--- src/rtl/ring_decoder.sv ---
// Observes an N-bit one-hot ring counter, reports the position of the set bit,
// counts laps and latches the first sequencing fault until it is cleared.
module ring_decoder #(
    parameter int N = 4,
    parameter int C = 8,
    localparam int W = $clog2(N)
) (
    input  logic         clk,
    input  logic         reset,
    input  logic         adv,
    input  logic [N-1:0] q,
    input  logic         clr_err,
    output logic [W-1:0] idx,
    output logic         valid,
    output logic         wrap,
    output logic [C-1:0] lap_cnt,
    output logic [1:0]   err_code
);

    typedef enum logic [1:0] {
        IDLE,
        LOCK,
        FAULT
    } state_t;

    localparam logic [N-1:0] ONE = {{(N-1){1'b0}}, 1'b1};

    state_t         state;
    state_t         state_nxt;
    logic [N-1:0]   q_prev;
    logic           adv_prev;
    logic [N-1:0]   expected;
    logic [W-1:0]   q_index;
    logic           multi;
    logic           zero;
    logic           seq;
    logic           accept;
    logic           wrap_nxt;
    logic [1:0]     err_nxt;

    // The ring either advanced last cycle (expect the rotated value) or held.
    always_comb begin
        expected = q_prev;
        if (adv_prev) begin
            if (q_prev == '0) begin
                expected = ONE;
            end else begin
                expected = {q_prev[N-2:0], q_prev[N-1]};
            end
        end
    end

    always_comb begin
        q_index = '0;
        for (int i = 0; i < N; i++) begin
            if (q[i]) begin
                q_index = W'(i);
            end
        end
    end

    assign multi = (q & (q - ONE)) != '0;
    assign zero  = (q == '0);
    assign seq   = (q != expected);

    always_comb begin
        state_nxt = state;
        err_nxt   = err_code;
        accept    = 1'b0;
        wrap_nxt  = 1'b0;
        case (state)
            IDLE: begin
                if (multi) begin
                    state_nxt = FAULT;
                    err_nxt   = 2'b01;
                end else if (!zero) begin
                    state_nxt = LOCK;
                    accept    = 1'b1;
                end
            end
            LOCK: begin
                if (multi) begin
                    state_nxt = FAULT;
                    err_nxt   = 2'b01;
                end else if (zero) begin
                    state_nxt = FAULT;
                    err_nxt   = 2'b10;
                end else if (seq) begin
                    state_nxt = FAULT;
                    err_nxt   = 2'b11;
                end else begin
                    accept   = 1'b1;
                    wrap_nxt = adv_prev && q_prev[N-1] && q[0] && !clr_err;
                end
            end
            FAULT: begin
                if (clr_err) begin
                    state_nxt = IDLE;
                    err_nxt   = 2'b00;
                end
            end
            default: begin
                state_nxt = IDLE;
                err_nxt   = 2'b00;
            end
        endcase
    end

    always_ff @(posedge clk or negedge reset) begin
        if (!reset) begin
            state <= IDLE;
        end else begin
            state <= state_nxt;
        end
    end

    // A clear always wins over a coincident wrap, whatever the state.
    always_ff @(posedge clk or negedge reset) begin
        if (!reset) begin
            q_prev   <= '0;
            adv_prev <= 1'b0;
            idx      <= '0;
            valid    <= 1'b0;
            wrap     <= 1'b0;
            lap_cnt  <= '0;
            err_code <= 2'b00;
        end else begin
            q_prev   <= q;
            adv_prev <= adv;
            valid    <= (state_nxt == LOCK);
            wrap     <= wrap_nxt;
            err_code <= err_nxt;
            if (accept) begin
                idx <= q_index;
            end
            if (clr_err) begin
                lap_cnt <= '0;
            end else if (wrap_nxt) begin
                lap_cnt <= lap_cnt + C'(1);
            end
        end
    end

endmodule

--- config.mk ---
export PLATFORM = sky130hd
export DESIGN_NAME = ring_decoder
export DESIGN_NICKNAME = d
export VERILOG_FILES = /design/src/rtl/ring_decoder.sv
export SDC_FILE = /design/constraint.sdc
export NUM_CORES = 1
export LEC_CHECK = 0
export CAP_MARGIN = 0
export CORE_ASPECT_RATIO = 1.75
export CORE_MARGIN = 2
export CORE_UTILIZATION = 42
export DETAILED_ROUTE_END_ITERATION = 10
export GPL_TIMING_DRIVEN = 0
export PLACE_DENSITY = 0.7
export SLEW_MARGIN = 20
export SYNTH_ARGS = -nofsm -noshare
export SYNTH_HDL_FRONTEND = slang
export SYNTH_SLANG_ARGS = --single-unit
--- constraint.sdc ---
create_clock -name clk -period 2 [get_ports clk]
set_clock_uncertainty 0.15 [all_clocks]
set_input_delay 0.6 -clock clk [delete_from_list [all_inputs] [get_ports clk]]
set_output_delay 0.6 -clock clk [all_outputs]
set_load 0.02 [all_outputs]
==> flow_summary.html, run 1 <==
<table>
<tr><th>Metric</th><th>Value</th></tr>
<tr><th colspan="2">Status</th></tr>
<tr><td>Result of the run</td><td>finished, violations left</td></tr>
<tr><td>Violations in the final reports</td><td>negative setup slack</td></tr>
<tr><th colspan="2">Final layout</th></tr>
<tr><td>Commonest cells after routing, fill and taps aside</td><td>sky130_fd_sc_hd__dfrtp_1 (21), sky130_fd_sc_hd__buf_4 (13), sky130_fd_sc_hd__dlygate4sd2_1 (9), sky130_fd_sc_hd__nor2_1 (8)</td></tr>
<tr><td>Most frequent standard cell in the layout excluding fill and tap cells</td><td>sky130_fd_sc_hd__dfrtp_1</td></tr>
<tr><td>Filler Cells Inserted</td><td>223</td></tr>
<tr><td>Area added between synthesis and finish</td><td>52.2%</td></tr>
<tr><td>Count of nets after finishing</td><td>159</td></tr>
<tr><td>Final design area excluding fillers</td><td>1700 sq um</td></tr>
<tr><td>Count of inserted antenna diode cells</td><td>0</td></tr>
<tr><td>Share of layout cells above drive strength 1</td><td>35.6%</td></tr>
<tr><td>Non-filler cells, final</td><td>175</td></tr>
<tr><th colspan="2">Worst setup path</th></tr>
<tr><td>Slowest Stage Delay on Critical Path</td><td>340 ps</td></tr>
<tr><td>Critical path's slowest cell</td><td>sky130_fd_sc_hd__o41ai_4</td></tr>
<tr><td>Critical Path Sink Type</td><td>flop</td></tr>
<tr><td>Launching point of the worst reg2reg path</td><td>adv_prev</td></tr>
<tr><td>Type of element launching the critical path</td><td>input port</td></tr>
<tr><td>CP arrival</td><td>2180 ps</td></tr>
<tr><td>CP Launch Point</td><td>q[3]</td></tr>
<tr><td>Largest fanout on the critical path</td><td>10</td></tr>
<tr><td>CP Cell Sequence</td><td>clkdlybuf4s15_2 &gt; or2_4 &gt; nor2_2 &gt; a21boi_4 &gt; buf_6 &gt; o41ai_4 &gt; a2bb2oi_2 &gt; o32ai_2</td></tr>
<tr><td>Endpoint required time on the critical path</td><td>1970 ps</td></tr>
<tr><td>Class of the most critical setup path</td><td>input port to flop</td></tr>
<tr><th colspan="2">Placement</th></tr>
<tr><td>Number of buffers inserted by port buffering</td><td>21</td></tr>
<tr><td>Half-perimeter wire length after placement</td><td>1820 um</td></tr>
<tr><td>Area of placed instances</td><td>1400 sq um</td></tr>
<tr><td>RePlAce Congestion</td><td>0.801</td></tr>
<tr><td>Instance count after placement with tap cells included</td><td>157</td></tr>
<tr><th colspan="2">Clock tree</th></tr>
<tr><td>Post-CTS clock slew at the launch and capture registers of the worst setup and hold paths</td><td>80 ps</td></tr>
<tr><td>TritonCTS clock tree</td><td>built</td></tr>
<tr><td>Skew-Pair Late Insertion Delay</td><td>260 ps</td></tr>
<tr><td>Num CTS Buffers</td><td>3</td></tr>
<tr><td>Master cell of the clock root buffer</td><td>sky130_fd_sc_hd__clkbuf_8</td></tr>
<tr><td>Clk sinks</td><td>21</td></tr>
<tr><td>H-tree level count</td><td>1</td></tr>
<tr><td>Maximum root-to-sink buffer count</td><td>2</td></tr>
<tr><th colspan="2">Worst hold path</th></tr>
<tr><td>Worst hold start</td><td>q[1]</td></tr>
<tr><td>Type of the most critical hold path</td><td>input port to flop</td></tr>
<tr><th colspan="2">Synthesis</th></tr>
<tr><td>Number of nets in the synthesized netlist</td><td>119</td></tr>
<tr><td>Warnings, synthesis</td><td>0</td></tr>
<tr><td>Post-synthesis instance total</td><td>110</td></tr>
<tr><td>Top_reg_cell synth</td><td>sky130_fd_sc_hd__dfrtp_1</td></tr>
<tr><td>Register bit count reported by yosys</td><td>21</td></tr>
<tr><td>Synth Cell Area</td><td>1120 sq um</td></tr>
<tr><td>Number of enable flip-flop cells after synthesis</td><td>0</td></tr>
<tr><td>Netlist cell types</td><td>37</td></tr>
<tr><td>Async set-reset flop share out of synthesis</td><td>100%</td></tr>
<tr><td>Share of the yosys chip area belonging to registers</td><td>47.1%</td></tr>
<tr><td>Mapped Avg Cell Area</td><td>10.1 sq um</td></tr>
<tr><th colspan="2">STA</th></tr>
<tr><td>Minimum setup slack in the final design</td><td>-211 ps</td></tr>
<tr><td>Unrepaired setup endpoints after global routing</td><td>yes</td></tr>
<tr><td>Slew at the pin closest to its max-slew limit</td><td>932 ps</td></tr>
<tr><td>Final slew viol count</td><td>0</td></tr>
<tr><td>Fin crit period</td><td>2210 ps</td></tr>
<tr><td>Count of final hold-check violations</td><td>0</td></tr>
<tr><td>Share of the clock period used by the worst path</td><td>111%</td></tr>
<tr><td>Fmax</td><td>452 MHz</td></tr>
<tr><td>Final setup fails</td><td>14</td></tr>
<tr><td>Relative slew slack</td><td>37.6%</td></tr>
<tr><th colspan="2">Pwr</th></tr>
<tr><td>LEAKAGE</td><td>0.773 nW</td></tr>
<tr><td>Cell area power density</td><td>688 nW/um^2</td></tr>
<tr><td>VDD IR max</td><td>473 uV</td></tr>
<tr><td>Switching power total</td><td>0.000371 W</td></tr>
<tr><td>PnR Total Power</td><td>0.00117 W</td></tr>
<tr><td>Cell internal power dissipation</td><td>0.000797 W</td></tr>
<tr><td>Sequential cell fraction of total power</td><td>45.0%</td></tr>
<tr><td>Logic gate share of total power</td><td>31.1%</td></tr>
<tr><td>Power share of the clock group</td><td>23.9%</td></tr>
<tr><td>Switching part of the total</td><td>31.8%</td></tr>
<tr><th colspan="2">Global routing</th></tr>
<tr><td>Maximum number of pins on one net before global-route repair</td><td>22</td></tr>
<tr><td>Vias in the first global route</td><td>1032</td></tr>
<tr><td>Aggregate global routing overflow</td><td>0</td></tr>
<tr><td>Global-route usage over all layers</td><td>18.4%</td></tr>
<tr><td>Number of antenna violations at the first check in global routing</td><td>0</td></tr>
<tr><td>Wire length of the first global-routing pass</td><td>4340 um</td></tr>
<tr><th colspan="2">Detailed routing</th></tr>
<tr><td>DRC</td><td>0</td></tr>
<tr><td>Iteration-0 DRC Markers</td><td>29</td></tr>
<tr><td>Routed len/inst</td><td>15.9 um</td></tr>
<tr><td>First-pass detailed-route iteration total</td><td>4</td></tr>
<tr><td>Number of vias in the routed layout</td><td>962</td></tr>
<tr><td>Post-DR vias/cell</td><td>5.50</td></tr>
<tr><td>Routed WL</td><td>2790 um</td></tr>
<tr><td>Post-detailed-route count of antenna-violating nets</td><td>0</td></tr>
<tr><th colspan="2">Floorplan</th></tr>
<tr><td>Die W</td><td>43.0 um</td></tr>
<tr><td>DIE AREA</td><td>3100 sq um</td></tr>
<tr><td>Number of I/O pins</td><td>22</td></tr>
<tr><td>Site Rows</td><td>24</td></tr>
<tr><td>Core region area</td><td>2520 sq um</td></tr>
<tr><td>Die extent in y</td><td>72.2 um</td></tr>
<tr><td>Initial Util</td><td>44.2%</td></tr>
<tr><th colspan="2">Run</th></tr>
<tr><td>Max-cap violations</td><td>0</td></tr>
</table>
==> what timing repair did <==
item,in CTS,in global routing
pin swaps,14,6
setup endpoints to repair,24,17
gates resized for setup,42,15
hold buffers,0,0
setup buffers,11,4
==> power by group through the flow <==
stage / combinational, W / sequential [W] / clock, W
detailed placement: 0.000313 / 0.000510 / 0
floorplan: 0.000147 / 0.000546 / 0
global placement: 0.000304 / 0.000506 / 0
CTS: 0.000329 / 0.000521 / 0.000284
global route: 0.000388 / 0.000531 / 0.000290
finish: 0.000363 / 0.000526 / 0.000280
==> path summary, 6_finish.rpt <==
kind / to / slack (ps) / cells after the start
max: err_code[1] / -210 / 8
min: q_prev[1] / 290 / 1
min in group asynchronous: lap_cnt[2] / 710 / 1
max reg2reg: idx[1] / -210 / 7
max in group asynchronous: idx[0] / 420 / 1
min reg2reg: idx[1] / 370 / 1
==> logic make-up (layout without fill, tap and decap cells) <==
family          after synthesis  count (layout)  share of synthesized area, %
simple gates                 36              36                          16.5
compound gates               21              21                          14.4
mux                           7               7                          6.84
flops                        21              21                          47.1
fa+ha+maj                     2               2                          2.02
buf+inv                      13              52                          5.38
xor+xnor                     10              10                          7.85
==> worst max-delay path, delay by kind of cell <==
kind                   cells  cell delay (ps)
AND/OR/NAND/NOR            2              460
buffers and inverters      2              420
AO/OA/AOI/OAI              4              700
==> cell usage after synthesis (2+ instances only) <==
cell type / number / area share (%)
sky130_fd_sc_hd__a21oi_1: 5 / 2.2
sky130_fd_sc_hd__a2bb2oi_1: 2 / 1.6
sky130_fd_sc_hd__buf_2: 3 / 1.3
sky130_fd_sc_hd__clkbuf_1: 2 / 0.67
sky130_fd_sc_hd__dfrtp_1: 21 / 47
sky130_fd_sc_hd__inv_1: 7 / 2.4
sky130_fd_sc_hd__mux2i_1: 5 / 4.5
sky130_fd_sc_hd__nand2_1: 4 / 1.3
sky130_fd_sc_hd__nand2b_1: 2 / 1.1
sky130_fd_sc_hd__nand3_1: 4 / 1.8
sky130_fd_sc_hd__nand4_1: 4 / 2.2
sky130_fd_sc_hd__nor2_1: 11 / 3.7
sky130_fd_sc_hd__nor3_1: 4 / 1.8
sky130_fd_sc_hd__nor4_1: 3 / 1.7
sky130_fd_sc_hd__o21ai_0: 2 / 0.90
sky130_fd_sc_hd__o22ai_1: 2 / 1.1
sky130_fd_sc_hd__xnor2_1: 5 / 3.9
sky130_fd_sc_hd__xor2_1: 5 / 3.9
==> cell type report <==
type / instances / area [sq um] / share of cell area, %
buffer: 5 / 52.6 / 3.09
clock buffer: 3 / 41.3 / 2.43
clock inverter: 1 / 5.00 / 0.295
inverter: 7 / 26.3 / 1.55
multi-input combinational: 76 / 693 / 40.8
sequential: 21 / 526 / 30.9
tap: 26 / 32.5 / 1.91
timing repair buffer: 36 / 323 / 19.0
==> routing by layer <==
metal	up-vias	share of wire [%]	wire, um	track usage, %
met1	469	37	1040	17.8
met4	0	1.3	37	6.40
li1	469	-	-	-
met5	-	0	0	0
met3	4	2.8	77	2.24
met2	20	59	1630	37.7
==> registers in the layout, indices dropped and copies added (netlist names) <==
signal	flops
err_code	2
q_prev	4
lap_cnt	8
adv_prev	1
wrap	1
state	2
valid	1
idx	2
==> stage by stage <==
stage	setup WS [ps]	hold slack [ps]	utilization (%)	setup TNS, ps
after global placement	-885	346	55.3	-10510
after CTS	-275	286	63.1	-1810
final	-211	287	67.4	-1720
after floorplan	-281	154	-	-1190
after detailed placement	-964	359	55.3	-11420
after global routing	-326	286	67.4	-3330
No activity file was read; power rests on OpenSTA's default activity.
==> run 2, diff against run 1 <==
--- a/config.mk
+++ b/config.mk
@@ -6,12 +6,13 @@
 export NUM_CORES = 1
 export LEC_CHECK = 0
 export CAP_MARGIN = 0
-export CORE_ASPECT_RATIO = 1.75
+export CORE_ASPECT_RATIO = 1.1
 export CORE_MARGIN = 2
 export CORE_UTILIZATION = 42
 export DETAILED_ROUTE_END_ITERATION = 10
 export GPL_TIMING_DRIVEN = 0
 export PLACE_DENSITY = 0.7
+export SETUP_SLACK_MARGIN = 0.05
 export SLEW_MARGIN = 20
 export SYNTH_ARGS = -nofsm -noshare
 export SYNTH_HDL_FRONTEND = slang
==> run 2 against run 1 <==
Effect of this change:
- total power decreased by 5.1%
- critical path depth down 2
- via count is 8.3% higher
- clock power shrank 22%
- setup slack better by 41 ps
- sequential power down 4.4%
- the flow still finishes with violations (negative setup slack)
- critical endpoint is now idx[1]
- maximum frequency grew 1.9%
- core utilization is 2.5 points higher
- design area is 3.7% higher
==> flow_summary.html, run 2 (synthesis results as in run 1) <==
<table>
<tr><th>Metric</th><th>Value</th></tr>
<tr><th colspan="2">Status</th></tr>
<tr><td>Result of the run</td><td>finished, violations left</td></tr>
<tr><td>Violations in the final reports</td><td>negative setup slack</td></tr>
<tr><th colspan="2">Floorplan</th></tr>
<tr><td>Site Rows</td><td>19</td></tr>
<tr><td>Initial Util</td><td>44.3%</td></tr>
<tr><td>Number of I/O pins</td><td>22</td></tr>
<tr><td>Die extent in y</td><td>58.1 um</td></tr>
<tr><td>DIE AREA</td><td>3090 sq um</td></tr>
<tr><td>Core region area</td><td>2520 sq um</td></tr>
<tr><td>Die W</td><td>53.2 um</td></tr>
<tr><th colspan="2">Placement</th></tr>
<tr><td>RePlAce Congestion</td><td>0.802</td></tr>
<tr><td>Number of buffers inserted by port buffering</td><td>21</td></tr>
<tr><td>Instance count after placement with tap cells included</td><td>162</td></tr>
<tr><td>Half-perimeter wire length after placement</td><td>1660 um</td></tr>
<tr><td>Area of placed instances</td><td>1410 sq um</td></tr>
<tr><th colspan="2">Global routing</th></tr>
<tr><td>Aggregate global routing overflow</td><td>0</td></tr>
<tr><td>Number of antenna violations at the first check in global routing</td><td>0</td></tr>
<tr><td>Global-route usage over all layers</td><td>20.7%</td></tr>
<tr><td>Maximum number of pins on one net before global-route repair</td><td>22</td></tr>
<tr><td>Wire length of the first global-routing pass</td><td>4640 um</td></tr>
<tr><td>Vias in the first global route</td><td>1018</td></tr>
<tr><th colspan="2">Clock tree</th></tr>
<tr><td>CTS hold repair buffers</td><td>0</td></tr>
<tr><td>Master cell of the clock root buffer</td><td>sky130_fd_sc_hd__clkbuf_4</td></tr>
<tr><td>Num CTS Buffers</td><td>3</td></tr>
<tr><td>Post-CTS clock slew at the launch and capture registers of the worst setup and hold paths</td><td>120 ps</td></tr>
<tr><td>TritonCTS clock tree</td><td>built</td></tr>
<tr><td>Clk sinks</td><td>21</td></tr>
<tr><td>Maximum root-to-sink buffer count</td><td>2</td></tr>
<tr><td>Skew-Pair Late Insertion Delay</td><td>320 ps</td></tr>
<tr><td>H-tree level count</td><td>1</td></tr>
<tr><th colspan="2">Detailed routing</th></tr>
<tr><td>Post-detailed-route count of antenna-violating nets</td><td>0</td></tr>
<tr><td>Routed WL</td><td>3040 um</td></tr>
<tr><td>Routed len/inst</td><td>16.2 um</td></tr>
<tr><td>Iteration-0 DRC Markers</td><td>20</td></tr>
<tr><td>First-pass detailed-route iteration total</td><td>4</td></tr>
<tr><td>Post-DR vias/cell</td><td>5.57</td></tr>
<tr><td>Number of vias in the routed layout</td><td>1042</td></tr>
<tr><td>DRC</td><td>0</td></tr>
<tr><th colspan="2">Final layout</th></tr>
<tr><td>Share of layout cells above drive strength 1</td><td>41.0%</td></tr>
<tr><td>Max reg flops</td><td>8</td></tr>
<tr><td>Area added between synthesis and finish</td><td>57.8%</td></tr>
<tr><td>Non-filler cells, final</td><td>187</td></tr>
<tr><td>Final design area excluding fillers</td><td>1760 sq um</td></tr>
<tr><td>Multi-input gate area</td><td>726 sq um</td></tr>
<tr><td>Register Area</td><td>527 sq um</td></tr>
<tr><td>Largest Register</td><td>lap_cnt</td></tr>
<tr><td>Count of nets after finishing</td><td>166</td></tr>
<tr><td>Largest registers</td><td>lap_cnt x8, q_prev x4</td></tr>
<tr><td>Commonest cells after routing, fill and taps aside</td><td>sky130_fd_sc_hd__dfrtp_1 (20), sky130_fd_sc_hd__buf_4 (17), sky130_fd_sc_hd__dlygate4sd2_1 (14), sky130_fd_sc_hd__nor2_1 (8)</td></tr>
<tr><td>Count of inserted antenna diode cells</td><td>0</td></tr>
<tr><td>Most frequent standard cell in the layout excluding fill and tap cells</td><td>sky130_fd_sc_hd__dfrtp_1</td></tr>
<tr><td>Filler Cells Inserted</td><td>195</td></tr>
<tr><td>Core utilization of the finished layout</td><td>69.9%</td></tr>
<tr><th colspan="2">Pwr</th></tr>
<tr><td>Switching power total</td><td>0.000379 W</td></tr>
<tr><td>Power share of the clock group</td><td>19.6%</td></tr>
<tr><td>Sequential cell fraction of total power</td><td>45.3%</td></tr>
<tr><td>VDD IR max</td><td>669 uV</td></tr>
<tr><td>Cell internal power dissipation</td><td>0.000730 W</td></tr>
<tr><td>LEAKAGE</td><td>0.780 nW</td></tr>
<tr><td>Logic gate share of total power</td><td>35.0%</td></tr>
<tr><td>Cell area power density</td><td>630 nW/um^2</td></tr>
<tr><td>Switching part of the total</td><td>34.2%</td></tr>
<tr><th colspan="2">STA</th></tr>
<tr><td>Fin crit period</td><td>2170 ps</td></tr>
<tr><td>Final setup fails</td><td>11</td></tr>
<tr><td>Fmax</td><td>461 MHz</td></tr>
<tr><td>Relative slew slack</td><td>60.9%</td></tr>
<tr><td>Minimum setup slack in the final design</td><td>-171 ps</td></tr>
<tr><td>Count of final hold-check violations</td><td>0</td></tr>
<tr><td>Share of the clock period used by the worst path</td><td>109%</td></tr>
<tr><td>Unrepaired setup endpoints after global routing</td><td>yes</td></tr>
<tr><td>Slew at the pin closest to its max-slew limit</td><td>587 ps</td></tr>
<tr><td>Final slew viol count</td><td>0</td></tr>
<tr><th colspan="2">Worst setup path</th></tr>
<tr><td>CP arrival</td><td>2240 ps</td></tr>
<tr><td>Largest fanout on the critical path</td><td>4</td></tr>
<tr><td>Class of the most critical setup path</td><td>flop to flop</td></tr>
<tr><td>Worst reg2reg endpoint</td><td>idx[1]</td></tr>
<tr><td>CP Launch Point</td><td>q_prev[0]</td></tr>
<tr><td>Type of element launching the critical path</td><td>flop</td></tr>
<tr><td>CP Cell Sequence</td><td>nor3_1 &gt; o22ai_2 &gt; xnor2_2 &gt; or2_4 &gt; a211oi_4 &gt; mux2_4</td></tr>
<tr><td>Critical path's slowest cell</td><td>sky130_fd_sc_hd__dfrtp_1</td></tr>
<tr><td>Number of cells traversed by the worst register-to-register path</td><td>6</td></tr>
<tr><td>Launching point of the worst reg2reg path</td><td>q_prev[0]</td></tr>
<tr><td>Slowest Stage Delay on Critical Path</td><td>450 ps</td></tr>
<tr><td>Endpoint required time on the critical path</td><td>2070 ps</td></tr>
<tr><td>Last element of the critical path</td><td>idx[1]</td></tr>
<tr><td>Critical Path Sink Type</td><td>flop</td></tr>
<tr><td>R2R Setup Slk</td><td>-170 ps</td></tr>
<tr><th colspan="2">Worst hold path</th></tr>
<tr><td>Type of the most critical hold path</td><td>input port to asynchronous set/reset pin</td></tr>
<tr><th colspan="2">Run</th></tr>
<tr><td>Max-cap violations</td><td>0</td></tr>
</table>
==> run 2: through the flow <==
stage                     total power, W  setup WS (ps)  hold WS [ps]  TNS [ps]
after floorplan                 0.000694           -281           154     -1240
after global placement          0.000809           -875           347    -10530
after detailed placement        0.000818           -907           348    -11410
after CTS                        0.00107           -189           233      -913
after global routing             0.00117           -280          94.5     -2150
final                            0.00111           -171          70.1     -1020
==> run 2: how the worst min path moves through the flow <==
stage / startpoint / slack, ps / end / cells after the start
after global routing: reset / 90 / wrap / 1
after CTS: q[2] / 230 / q_prev[2] / 1
after global placement: err_code[0] / 350 / err_code[0] / 1
final: reset / 70 / wrap / 1
after floorplan: reset / 150 / adv_prev / 0
after detailed placement: idx[1] / 350 / idx[1] / 1
==> run 2: what timing repair did <==
| item | 4_1_cts | 5_1_grt |
|---|---|---|
| gates cloned | 0 | 0 |
| buffers inserted | 20 | 5 |
| setup endpoints to repair | 30 | 18 |
| gates resized for setup | 54 | 12 |
| pin swaps | 17 | 14 |
==> run 2: area by class of cell <==
cell class	instances	share of cell area (%)
Timing Repair Buffer	42	20.5
Buffer	6	3.20
Sequential cell	21	29.9
Inverter	7	1.49
Multi-Input combinational cell	76	41.2
Clock buffer	4	1.49
Tap cell	31	2.20
==> run 2: critical path: cells and delay by family (launching register included) <==
kind | cells | cell delay [ps]
DFF | 1 | 450
and+or+nand+nor | 2 | 560
xor gates and xnor gates | 1 | 180
muxes | 1 | 320
AOI/OAI and AO/OA | 2 | 400
==> run 2: metal layers <==
metal	vias up	GRT usage [%]	wire (um)
li1	477	-	-
met1	523	22.8	1190
met2	33	37.9	1630
met3	9	3.09	119
met4	0	10.3	94
met5	-	0	0
==> run 2: power groups by stage <==
stage / Sequential, W / Combinational, W / Clock [W]
floorplan: 0.000546 / 0.000148 / 0
global placement: 0.000505 / 0.000304 / 0
detailed placement: 0.000508 / 0.000310 / 0
CTS: 0.000499 / 0.000345 / 0.000222
global route: 0.000508 / 0.000415 / 0.000246
finish: 0.000503 / 0.000389 / 0.000218
